**config.mk**
```make
export PLATFORM = sky130hd
export DESIGN_NAME = mux_scan_sequencer
export DESIGN_NICKNAME = d
export VERILOG_FILES = /design/src/rtl/mux_scan_pkg.sv /design/src/rtl/rate_divider.sv /design/src/rtl/mux_scan_sequencer.sv
export SDC_FILE = /design/constraint.sdc
export NUM_CORES = 1
export LEC_CHECK = 0
export BUFFER_PORTS_ARGS = -buffer_cell sky130_fd_sc_hd__buf_4
export CORE_AREA = 2 2 66 68
export CTS_CLUSTER_DIAMETER = 120
export CTS_CLUSTER_SIZE = 10
export DETAILED_ROUTE_END_ITERATION = 8
export DIE_AREA = 0 0 68 70
export MAX_ROUTING_LAYER = met4
export PLACE_DENSITY_LB_ADDON = 0.15
export RECOVER_POWER = 100
export SETUP_SLACK_MARGIN = 0.15
export SKIP_LAST_GASP = 1
export SYNTH_ARGS = -nofsm -noshare
export SYNTH_HDL_FRONTEND = slang
export SYNTH_SLANG_ARGS = --single-unit
export TNS_END_PERCENT = 10
```
**constraint.sdc**
```tcl
create_clock -name Clock -period 1.69 [get_ports Clock]
set_input_delay 0.4225 -clock Clock [delete_from_list [all_inputs] [get_ports Clock]]
set_output_delay 0.4225 -clock Clock [all_outputs]
set_load 0.05 [all_outputs]
```
**src/rtl/mux_scan_pkg.sv**
```systemverilog
// Shared types and constants for the 7-input mux scan sequencer.
// The select helper saturates at the last input so the select can never reach 7.
package mux_scan_pkg;

  typedef enum logic [1:0] {
    IDLE = 2'd0,
    RUN  = 2'd1,
    DONE = 2'd2
  } state_t;

  localparam int NUM_INPUTS = 7;
  localparam int SEL_W      = 3;
  localparam logic [SEL_W-1:0] LAST_SEL = 3'd6;

  function automatic logic [SEL_W-1:0] next_sel(input logic [SEL_W-1:0] sel);
    return (sel == LAST_SEL) ? LAST_SEL : (sel + 3'd1);
  endfunction

endpackage

```
**src/rtl/rate_divider.sv**
```systemverilog
// Dwell counter: Tick is high on the terminal count while enabled.
// The counter only advances while enabled, so a paused scan resumes where it stopped.
module rate_divider
  import mux_scan_pkg::*;
#(
  parameter int TICK_DIV = 50_000_000
) (
  input  logic Clock,
  input  logic Reset,
  input  logic Clear,
  input  logic Enable,
  output logic Tick
);

  localparam int CNT_W = (TICK_DIV > 1) ? $clog2(TICK_DIV) : 1;
  localparam logic [CNT_W-1:0] TERM = CNT_W'(TICK_DIV - 1);

  logic [CNT_W-1:0] count_r;
  logic [CNT_W-1:0] count_n;
  logic             terminal_s;

  assign terminal_s = (count_r == TERM);
  assign Tick       = Enable & terminal_s;

  // next count: clear on launch, wrap at terminal, freeze when disabled
  always_comb begin
    count_n = count_r;
    if (Clear) begin
      count_n = {CNT_W{1'b0}};
    end else if (Enable) begin
      count_n = terminal_s ? {CNT_W{1'b0}} : (count_r + CNT_W'(1));
    end else begin
      count_n = count_r;
    end
  end

  // count register
  always_ff @(posedge Clock) begin
    if (Reset) begin
      count_r <= {CNT_W{1'b0}};
    end else begin
      count_r <= count_n;
    end
  end

endmodule

```
**src/rtl/mux_scan_sequencer.sv**
```systemverilog
// Walks the mux select through 0..6, samples MuxOut at the end of each dwell
// and assembles the samples into Captured. All outputs are registered.
module mux_scan_sequencer #(
  parameter int TICK_DIV   = 50_000_000,
  parameter int NUM_INPUTS = 7
) (
  input  logic                  Clock,
  input  logic                  Reset,
  input  logic                  Start,
  input  logic                  Hold,
  input  logic                  MuxOut,
  output logic [2:0]            MuxSelect,
  output logic [NUM_INPUTS-1:0] Captured,
  output logic                  Step,
  output logic                  Busy,
  output logic                  Done
);

  import mux_scan_pkg::*;

  state_t                state_r;
  state_t                state_n;
  logic [SEL_W-1:0]      sel_r;
  logic [SEL_W-1:0]      sel_n;
  logic [NUM_INPUTS-1:0] cap_r;
  logic [NUM_INPUTS-1:0] cap_n;
  logic                  step_r;
  logic                  busy_r;
  logic                  done_r;
  logic                  launch_s;
  logic                  enable_s;
  logic                  tick_s;

  // Start only counts outside RUN; busy_r mirrors state_r == RUN
  assign launch_s = Start & (state_r != RUN);
  assign enable_s = busy_r & ~Hold;

  rate_divider #(
    .TICK_DIV(TICK_DIV)
  ) u_div (
    .Clock (Clock),
    .Reset (Reset),
    .Clear (launch_s),
    .Enable(enable_s),
    .Tick  (tick_s)
  );

  // next state, select and capture word
  always_comb begin
    state_n = state_r;
    sel_n   = sel_r;
    cap_n   = cap_r;
    case (state_r)
      IDLE, DONE: begin
        if (Start) begin
          state_n = RUN;
          sel_n   = {SEL_W{1'b0}};
          cap_n   = {NUM_INPUTS{1'b0}};
        end else begin
          state_n = state_r;
        end
      end
      RUN: begin
        if (tick_s) begin
          cap_n[sel_r] = MuxOut;
          if (sel_r == LAST_SEL) begin
            state_n = DONE;
          end else begin
            sel_n = next_sel(sel_r);
          end
        end else begin
          state_n = state_r;
        end
      end
      default: begin
        state_n = IDLE;
      end
    endcase
  end

  // state register
  always_ff @(posedge Clock) begin
    if (Reset) begin
      state_r <= IDLE;
    end else begin
      state_r <= state_n;
    end
  end

  // output registers
  always_ff @(posedge Clock) begin
    if (Reset) begin
      sel_r  <= {SEL_W{1'b0}};
      cap_r  <= {NUM_INPUTS{1'b0}};
      step_r <= 1'b0;
      busy_r <= 1'b0;
      done_r <= 1'b0;
    end else begin
      sel_r  <= sel_n;
      cap_r  <= cap_n;
      step_r <= tick_s;
      busy_r <= (state_n == RUN);
      done_r <= (state_n == DONE);
    end
  end

  assign MuxSelect = sel_r;
  assign Captured  = cap_r;
  assign Step      = step_r;
  assign Busy      = busy_r;
  assign Done      = done_r;

endmodule

```
==> results of run 1 <==
==> where the power goes <==
part / internal, mW / leakage [nW] / total (mW) / switching, mW
Combinational: 0.0557 / 0.724 / 0.138 / 0.0825
Clock: 0.439 / 0.0552 / 0.792 / 0.354
Sequential: 0.970 / 0.339 / 0.978 / 0.00814
==> registers in the layout (all words and copies together) (netlist names) <==
register       cells
MuxSelect          3
u_div.count_r     26
Step               1
Busy               1
Done               1
Captured           7
state_r            2
==> worst max-delay path: cells and delay by family (launching register included) <==
kind          cells  cell delay (ns)
buf+inv           1             0.17
flops             1             0.35
simple gates      5             1.17
==> logic make-up after synthesis <==
| logic type | after synthesis |
|---|---|
| fa+ha+maj | 3 |
| mux | 3 |
| compound gates | 28 |
| buf+inv | 12 |
| flops | 41 |
| simple gates | 125 |
| xor+xnor | 24 |
==> synth_stat cells (3+ instances only) <==
cell type  number  area, um^2
a21oi_1        10       50.05
a311oi_1        4       35.03
and4_1          4       35.03
clkbuf_1        4       15.01
dfxtp_1        41       820.8
ha_1            3       37.54
inv_1           4       15.01
nand2_1        25       93.84
nand2b_1        5       31.28
nand3_1         8       40.04
nand4_1         8       50.05
nor2_1         38       142.6
nor2b_1         3       18.77
nor3_1          7       35.03
nor4_1          3       18.77
nor4b_1         3       26.28
xnor2_1        12       105.1
xor2_1         12       105.1
==> worst max-delay path by stage <==
stage | start | end | slack, ns | depth (start not counted)
floorplan | u_div.count_r[8]$_SDFFE_PP0P_ | MuxSelect[1]$_SDFFE_PP0P_ | -0.03 | 5
global placement | u_div.count_r[8]$_SDFFE_PP0P_ | Captured[3]$_SDFFE_PP0P_ | -0.16 | 6
detailed placement | u_div.count_r[8]$_SDFFE_PP0P_ | Captured[3]$_SDFFE_PP0P_ | -0.18 | 6
CTS | u_div.count_r[8]$_SDFFE_PP0P_ | MuxSelect[1]$_SDFFE_PP0P_ | -0.09 | 5
global route | u_div.count_r[24]$_SDFFE_PP0P_ | Captured[5]$_SDFFE_PP0P_ | -0.18 | 6
finish | u_div.count_r[25]$_SDFFE_PP0P_ | u_div.count_r[21]$_SDFFE_PP0P_ | -0.12 | 6
==> routing by layer <==
layer	routed length, um	GRT usage	up-vias	part of all wire
met2	2595	0.3398	41	0.50
met3	216	0.05797	9	0.042
met4	78	0.07111	0	0.015
met5	0	-	-	0
li1	-	-	965	-
met1	2298	0.2845	872	0.44
==> stage by stage <==
step,hold slack (ns),util,instance area (um^2)
floorplan,0.4621,-,2096
global placement,0.4535,0.6096,2526
detailed placement,0.4568,0.6096,2526
CTS,0.3567,0.6452,2674
global route,0.3720,0.6766,2804
finish,0.3694,0.6766,2804
==> what timing repair did <==
item | in CTS | in global routing
endpoints found under the setup margin | 40 | 41
resized for setup | 10 | 15
setup buffers | 0 | 7
cloned | 0 | 3
pin swaps | 2 | 13
==> final cells by class <==
class	count	share of cell area
multi-input cells	183	0.4502
flip-flops and latches	41	0.3003
repair buffers	64	0.1825
clock buffers	6	0.02588
well taps	52	0.02320
clock inverters	2	0.01249
inverters	4	0.005355
==> run_results.csv, run 1 <==
group,metric,value,unit
setup_path,arrival,2.00,ns
run,drv_cap,0,
layout,diodes,0,
power_and_ir_drop,ir_worst_vdd,0.5145,mV
clocking,clockBufferDepth,2,
timing,fin_crit_sh,1.069,
clocking,cts_hold_buf,0,
yosys,synth_area,0.002048,mm^2
setup_path,rr_startpoint,"u_div.count_r[25]$_SDFFE_PP0P_",
timing,fin_ws,-0.1173,ns
routing,drt_iter0_markers,161,
clocking,worstSkewPairLatency,0.30,ns
yosys,synth-simple-area-share,0.3409,
layout,final_common_cell,"buf_4",
yosys,syn_nets,244,
yosys,synthMuxAreaShare,0.01527,
die,coreArea,0.004144,mm^2
timing,fin_setup_tns,-2.461,ns
power_and_ir_drop,p_leak,1.118,nW
power_and_ir_drop,powerDensity,680.7,mW/mm^2
yosys,synth.yosys.seq_area_share,0.4007,
setup_path,critical_path.max_fanout,9,
timing,drv_slew,0,
power_and_ir_drop,finalPower,1.909,mW
yosys,synth_edf_count,0,
routing,drt_pass1_iterations,4,
worst_hold_path,min_to,"Done$_SDFF_PP0_",
setup_path,crit_path_end_kind,"flop",
grt,gr-total-overflow,0,
grt,antenna_found_initial,0,
die,die_w,68,um
setup_path,path_cells,"or4bb_1 > nor2_4 > and4_4 > or2_4 > clkbuf_16 > nor2_1",
setup_path,reg2regPathDepth,6,
layout,area_growth,36.90,%
grt,grt_use_total,0.2222,
setup_path,worstPathRequired,1.88,ns
clocking,cts.clk_slew.worst_paths,0.08,ns
setup_path,worstSetupPathType,"reg2reg",
timing,clock.fmax,553.3,MHz
setup_path,reg2reg_slack,-0.12,ns
setup_path,crit_path_max_incr_delay,0.53,ns
timing,finalHoldViolCount,0,
yosys,synth_top_family_by_area,"simple AND/OR/NAND/NOR gates",
placed_design,pre_cts_slack,-0.1795,ns
routing,vias,1887,
yosys,synth-seq-cells,41,
clocking,cts-root-buf,"clkbuf_8",
clocking,cts_sinks,41,
clocking,h-tree-depth,2,
timing,rsz0062_at_grt,"true",
yosys,post_synth_inst_count,236,
worst_hold_path,hold_depth,2,
placed_design,placedCellCount,334,
layout,multi_input_area,0.001262,mm^2
placed_design,port_buffers,17,
routing,wirelength,5189,um
grt,grt_pass1_wl,7845,um
routing,wl_per_cell,14.74,um
worst_hold_path,hp-start,"Reset",
status,status,"finished with violations",
timing,clock_skew,0.008987,ns
routing,drt-vias-per-instance,5.361,
yosys,synth_xor_area_frac,0.1026,
status,violations,"negative setup slack",
yosys,synth_adder_area_share,0.01833,
timing,relSlewSlack,0.6054,
timing,period_minus_slack,1.807,ns
die,dieArea,0.004760,mm^2
layout,final_cell_mix,"buf_4 (45), nor2_1 (37), dfxtp_1 (26)",
routing,drc,0,
setup_path,cp_slowest_cell,"or4bb_1",
placed_design,gp_congestion,0.8231,
die,die_y,70,um
yosys,yosysUniqueCellTypes,50,
worst_hold_path,hold_path_class,"in2reg",
grt,first_global_vias,1717,
layout,regArea,842.1,um^2
grt,grt_max_degree,20,
yosys,async_flop_share,0,
yosys,synth_ff_type,"dfxtp_1",
timing,setup_viol,29,
routing,drtAntennaViolNets,0,
yosys,synth_compound_area_frac,0.09346,
setup_path,r2r-end,"u_div.count_r[21]$_SDFFE_PP0P_",
layout,nFillCells,354,
die,ios,18,
layout,stdcell_count,352,
die,initial_core_util,0.4943,
die,num_rows,24,
layout,fin_nets,307,
clocking,cts_tree,"done",
clocking,numCtsBuffers,5,
layout,layout-drive-gt1-share,0.3533,
setup_path,critPathLaunchType,"flop",
placed_design,dp_hpwl,3458,um
yosys,ys_warn_count,0,
yosys,syn_avg_cell_area,8.679,um^2
timing,worst_slew_pin_slew,0.5944,ns
Note: power is estimated with default switching activity, not from simulation.
==> inputs of run 2 (changes only) <==
Settings changed: SKIP_CTS_REPAIR_TIMING set to 1.
==> run 2 against run 1 <==
The run still ends with negative setup slack left; clock-buffer cell count stayed put; hold slack better by 0.0012 ns; first-iteration DRC count is 49% lower; via count is 2.8% lower; clock skew hardly changed; setup slack better by 0.052 ns; sequential cell count stayed put; utilization is 3.0 points lower; critical path depth is 1 lower; die area stayed put; cell count is 2.3% lower; critical path type unchanged; largest cell class unchanged.
==> run_results.csv, run 2 (same netlist as run 1, synthesis figures left out) <==
group,metric,value,unit
placed_design,placedCellCount,334,
timing,drv_slew,0,
die,die_w,68,um
power_and_ir_drop,p_leak,1.060,nW
layout,diodes,0,
clocking,clockBufferDepth,2,
layout,final_common_cell,"buf_4",
grt,antenna_found_initial,0,
setup_path,crit_path_max_incr_delay,0.54,ns
power_and_ir_drop,powerDensity,698.9,mW/mm^2
power_and_ir_drop,net-switching-power,0.4219,mW
timing,clock.fmax,569.6,MHz
setup_path,crit_path_end_kind,"flop",
layout,top_register,"u_div.count_r",
die,die_y,70,um
timing,relSlewSlack,0.6054,
setup_path,critPathTopFamily,"simple AND/OR/NAND/NOR gates",
setup_path,critPathLaunchType,"flop",
timing,setup_viol,26,
power_and_ir_drop,power.share.combinational,0.062,
setup_path,worstSetupPathType,"reg2reg",
grt,first_global_vias,1700,
routing,wl_per_cell,13.55,um
grt,gr-total-overflow,0,
timing,fin_crit_sh,1.039,
routing,wirelength,4662,um
setup_path,path_cells,"or4_4 > nor2_4 > nand4_4 > or4_1 > nand2_1",
routing,vias,1835,
setup_path,critical_path.max_fanout,5,
layout,layout-drive-gt1-share,0.3253,
clocking,cts_sinks,41,
placed_design,port_buffers,17,
placed_design,gp_congestion,0.8231,
status,status,"finished with violations",
clocking,cts_tree,"done",
die,dieArea,0.004760,mm^2
worst_hold_path,hold_path_class,"in2reg",
status,violations,"negative setup slack",
timing,period_minus_slack,1.756,ns
power_and_ir_drop,p_clk_frac,0.415,
run,drv_cap,0,
layout,stdcell_count,344,
timing,timing.hold.ws,0.3706,ns
clocking,worstSkewPairLatency,0.30,ns
die,num_rows,24,
timing,rsz0062_at_grt,"true",
routing,drt_iter0_markers,82,
power_and_ir_drop,sw_frac_of_total,0.2252,
layout,fin_nets,299,
timing,finalHoldViolCount,0,
timing,worst_slew_pin_slew,0.5944,ns
setup_path,worstPathRequired,1.94,ns
power_and_ir_drop,ir_worst_vdd,0.4354,mV
layout,area_growth,30.85,%
routing,drt_pass1_iterations,4,
routing,drtAntennaViolNets,0,
grt,grt_pass1_wl,7803,um
clocking,numCtsBuffers,5,
timing,clock_skew,0.008638,ns
power_and_ir_drop,internal_power,1.451,mW
timing,fin_ws,-0.06559,ns
die,initial_core_util,0.4943,
clocking,h-tree-depth,2,
layout,largest_register_ffs,26,
layout,final_cell_mix,"buf_4 (42), nor2_1 (37), dfxtp_1 (27)",
grt,grt_max_degree,20,
die,coreArea,0.004144,mm^2
setup_path,cp_num_buf_inv,0,
placed_design,dp_hpwl,3458,um
die,ios,18,
clocking,cts-root-buf,"clkbuf_8",
routing,drc,0,
setup_path,cp_slowest_cell,"or4_4",
power_and_ir_drop,seq_power_share,0.523,
grt,grt_use_total,0.2202,
routing,drt-vias-per-instance,5.334,
clocking,cts.clk_slew.worst_paths,0.08,ns
setup_path,arrival,2.00,ns
==> run 2: area by class of cell <==
class | instances | area [um^2]
clock buffers | 6 | 72.57
clock inverters | 2 | 35.03
fillers | 372 | 1464
inverters | 4 | 15.01
multi-input cells | 183 | 1242
flip-flops and latches | 41 | 840.8
well taps | 52 | 65.06
repair buffers | 56 | 409.1
==> run 2: stage by stage <==
step | util | cell area, um^2 | worst slack, ns | power [mW] | setup TNS, ns
after floorplan | - | 2096 | -0.02919 | 1.076 | -0.08392
after global placement | 0.6096 | 2526 | -0.1623 | 1.120 | -3.675
after detailed placement | 0.6096 | 2526 | -0.1795 | 1.120 | -4.116
after CTS | 0.6356 | 2634 | -0.1925 | 1.902 | -4.774
after global routing | 0.6467 | 2680 | -0.1539 | 1.943 | -2.729
final | 0.6467 | 2680 | -0.06559 | 1.873 | -0.6123
==> run 2: routing by layer <==
| metal | part of all wire | up-vias | global-route usage | routed length, um |
|---|---|---|---|---|
| met3 | 0.037 | 6 | 0.05797 | 171 |
| met4 | 0.012 | 0 | 0.06667 | 55 |
| met1 | 0.47 | 859 | 0.2886 | 2182 |
| met5 | 0 | - | - | 0 |
| li1 | - | 943 | - | - |
| met2 | 0.48 | 27 | 0.3312 | 2253 |
==> run 2: worst paths after layout <==
check | endpoint | slack (ns) | start | depth (start not counted)
worst min-delay path | Busy$_SDFF_PP0_ | 0.37 | Reset | 2
worst max-delay path | MuxSelect[1]$_SDFFE_PP0P_ | -0.07 | u_div.count_r[8]$_SDFFE_PP0P_ | 5
worst min register to register | Captured[6]$_SDFFE_PP0P_ | 0.47 | Captured[6]$_SDFFE_PP0P_ | 2
worst max register to register | MuxSelect[1]$_SDFFE_PP0P_ | -0.07 | u_div.count_r[8]$_SDFFE_PP0P_ | 5
==> run 2: worst register-to-register path, delay by kind of cell, from the launching register on <==
family           cells  cell delay, ns
AND/OR/NAND/NOR      5            1.39
flip-flops           1            0.32
==> run 2: power groups by stage <==
stage	registers, mW	clock network (mW)	logic, mW
2_1_floorplan	1.01	0	0.0626
3_3_place_gp	1.00	0	0.118
3_5_place_dp	1.00	0	0.118
4_1_cts	0.979	0.804	0.118
5_1_grt	0.981	0.834	0.128
6_report	0.979	0.777	0.116
==> inputs of run 3 (changes only) <==
Settings changed: CORE_AREA 2 2 66 68 to 2 2 48 94, DIE_AREA 0 0 68 70 to 0 0 50 96, SYNTH_HIERARCHICAL set to 1.
==> run 3 against run 2 <==
The flow still finishes with violations (negative setup slack); register-to-register slack worse by 0.25 ns; clock-buffer cell count up 1; non-clock buffer count up 21; utilization up 3.5 points; synthesized area up 1.4%; first-iteration DRC count down 39%; global-route usage up 4.4 points; sequential cell count unchanged; via count up 16%; sequential share of layout area down 1.8 points.
==> run_results.csv, run 3 <==
group,metric,value,unit
routing,drt-vias-per-instance,5.777,
timing,relSlewSlack,0.6105,
setup_path,path_cells,"nor2b_4 > buf_6 > nand4_4 > or4_4 > or4_1 > a21oi_1",
yosys,synth.yosys.seq_area_share,0.3952,
setup_path,critPathLaunchType,"flop",
power_and_ir_drop,sw_frac_of_total,0.2300,
routing,vias,2126,
die,coreArea,0.004088,mm^2
setup_path,reg2reg_slack,-0.32,ns
grt,antenna_found_initial,0,
setup_path,cp_slowest_cell,"or4_4",
clocking,worstSkewPairLatency,0.30,ns
routing,drt_iter0_markers,50,
yosys,synth_top_area_frac,0.3952,
layout,nFillCells,357,
layout,largest_register_ffs,26,
routing,drc,0,
layout,final_cell_mix,"buf_4 (72), dfxtp_1 (40), nand2_1 (20)",
grt,gr-total-overflow,0,
worst_hold_path,min_to,"MuxSelect[1]$_SDFFE_PP0P_",
die,initial_core_util,0.5081,
setup_path,cp_num_buf_inv,1,
die,die_y,96,um
clocking,h-tree-depth,2,
worst_hold_path,hold_depth,2,
run,drv_cap,0,
yosys,yosys.area.top_type,"dfxtp_1",
die,dieArea,0.004800,mm^2
clocking,cts.clk_slew.worst_paths,0.08,ns
power_and_ir_drop,p_leak,1.027,nW
timing,fin_crit_sh,1.189,
setup_path,crit_path_max_incr_delay,0.62,ns
routing,wl_per_cell,16.07,um
yosys,async_flop_share,0,
timing,clock.fmax,497.7,MHz
layout,area_growth,34.16,%
yosys,syn_nets,258,
setup_path,critical_path.max_fanout,10,
placed_design,port_buffers,17,
die,die_w,50,um
setup_path,rr_startpoint,"Busy$_SDFF_PP0_",
die,ios,18,
setup_path,worstPathRequired,1.93,ns
setup_path,crit_path_end_kind,"flop",
grt,grt_max_degree,17,
setup_path,worstSetupPathType,"reg2reg",
power_and_ir_drop,p_clk_frac,0.382,
clocking,cts_sinks,41,
timing,drv_slew,0,
layout,final_common_cell,"buf_4",
yosys,post_synth_inst_count,249,
yosys,synth.area.top_cells,"dfxtp_1 (40%), nand4_1 (4.5%), a21oi_1 (4.1%), nand3_1 (3.9%), xor2_1 (3.8%)",
die,num_rows,33,
power_and_ir_drop,seq_power_share,0.564,
power_and_ir_drop,net-switching-power,0.3972,mW
yosys,syn_avg_cell_area,8.341,um^2
timing,rsz0062_at_grt,"true",
power_and_ir_drop,ir_worst_vdd,0.5345,mV
yosys,yosysMostFrequentCell,"dfxtp_1",
placed_design,gp_congestion,0.9413,
setup_path,reg2regPathDepth,6,
timing,period_minus_slack,2.009,ns
yosys,synth_area,0.002077,mm^2
layout,fin_util,0.6817,
yosys,yosysUniqueCellTypes,41,
timing,finalHoldViolCount,0,
status,status,"finished with violations",
layout,fin_nets,325,
yosys,yosys-top-cells-count,"dfxtp_1 (41), nand2_1 (20), nor2_1 (19)",
grt,grt_use_total,0.2644,
worst_hold_path,hp-start,"Reset",
power_and_ir_drop,finalPower,1.727,mW
timing,fin_ws,-0.3194,ns
worst_hold_path,hold_path_class,"in2reg",
clocking,cts-root-buf,"clkbuf_8",
timing,setup_viol,39,
yosys,synth_edf_count,0,
power_and_ir_drop,internal_power,1.330,mW
yosys,synth_ff_type,"dfxtp_1",
power_and_ir_drop,power.share.combinational,0.054,
clocking,cts_tree,"done",
setup_path,critPathTopFamily,"simple AND/OR/NAND/NOR gates",
placed_design,dp_hpwl,4537,um
setup_path,arrival,2.25,ns
routing,wirelength,5913,um
timing,worst_slew_pin_slew,0.5867,ns
layout,top_register,"u_div/count_r",
yosys,ys_warn_count,6,
routing,drt_pass1_iterations,4,
layout,layout-drive-gt1-share,0.3070,
clocking,clockBufferDepth,2,
grt,first_global_vias,2080,
clocking,numCtsBuffers,5,
yosys,synth-seq-cells,41,
timing,timing.hold.ws,0.3985,ns
setup_path,r2r-end,"u_div/count_r[17]$_SDFFE_PP0P_",
timing,clock_skew,0.004697,ns
grt,grt_pass1_wl,9287,um
routing,drtAntennaViolNets,0,
layout,diodes,0,
status,violations,"negative setup slack",
power_and_ir_drop,powerDensity,619.9,mW/mm^2
==> run 3: metal layers <==
layer  vias to the layer above  wire length (um)  track usage
met4                         0               235       0.1667
li1                       1048                 -            -
met2                        46              3529       0.5296
met1                      1015              1978       0.2125
met5                         -                 0            -
met3                        17               169      0.03727
==> run 3: worst max path at each step <==
| stage | startpoint | endpoint | slack (ns) | cells after the start |
|---|---|---|---|---|
| finish | Busy$_SDFF_PP0_ | u_div/count_r[17]$_SDFFE_PP0P_ | -0.32 | 6 |
| global route | Busy$_SDFF_PP0_ | MuxSelect[1]$_SDFFE_PP0P_ | -0.40 | 8 |
| CTS | Busy$_SDFF_PP0_ | u_div/count_r[17]$_SDFFE_PP0P_ | -0.43 | 6 |
| detailed placement | Hold | u_div/count_r[17]$_SDFFE_PP0P_ | -0.61 | 7 |
| global placement | Hold | u_div/count_r[17]$_SDFFE_PP0P_ | -0.55 | 7 |
| floorplan | Busy$_SDFF_PP0_ | u_div/count_r[17]$_SDFFE_PP0P_ | -0.45 | 7 |
==> run 3: layout make-up <==
class	instances	area (um^2)	share of cell area
clock buffers	7	86.33	0.03098
inverters	5	18.77	0.006736
multi-input cells	186	1210	0.4342
well taps	52	65.06	0.02335
flip-flops and latches	41	824.5	0.2959
repair buffers	77	581.8	0.2088
==> run 3: logic make-up after synthesis <==
family	Yosys count	share of synthesized area
adder cells (fa/ha/maj)	4	0.02410
AO/OA/AOI/OAI	42	0.1241
multiplexers	1	0.004819
XOR/XNOR	13	0.05482
flip-flops	41	0.3952
AND/OR/NAND/NOR	126	0.3500
buffers and inverters	22	0.04699
==> run 3: power by group through the flow <==
stage                     combinational, mW  sequential (mW)  clock, mW
after floorplan                      0.0448             1.00          0
after CTS                            0.0899            0.974      0.671
after detailed placement             0.0895            0.997          0
after global routing                  0.101            0.975      0.711
after global placement               0.0899            0.997          0
final                                0.0940            0.974      0.659
==> run 3: stage by stage <==
step                      worst slack, ns  TNS, ns  std cells  area [um^2]
after floorplan                   -0.4492   -10.11        249         2108
after global placement            -0.5512   -13.50        357         2629
after detailed placement          -0.6084   -14.45        357         2629
after CTS                         -0.4295   -9.132        364         2715
after global routing              -0.3989   -10.30        368         2786
final                             -0.3194   -6.543        368         2786
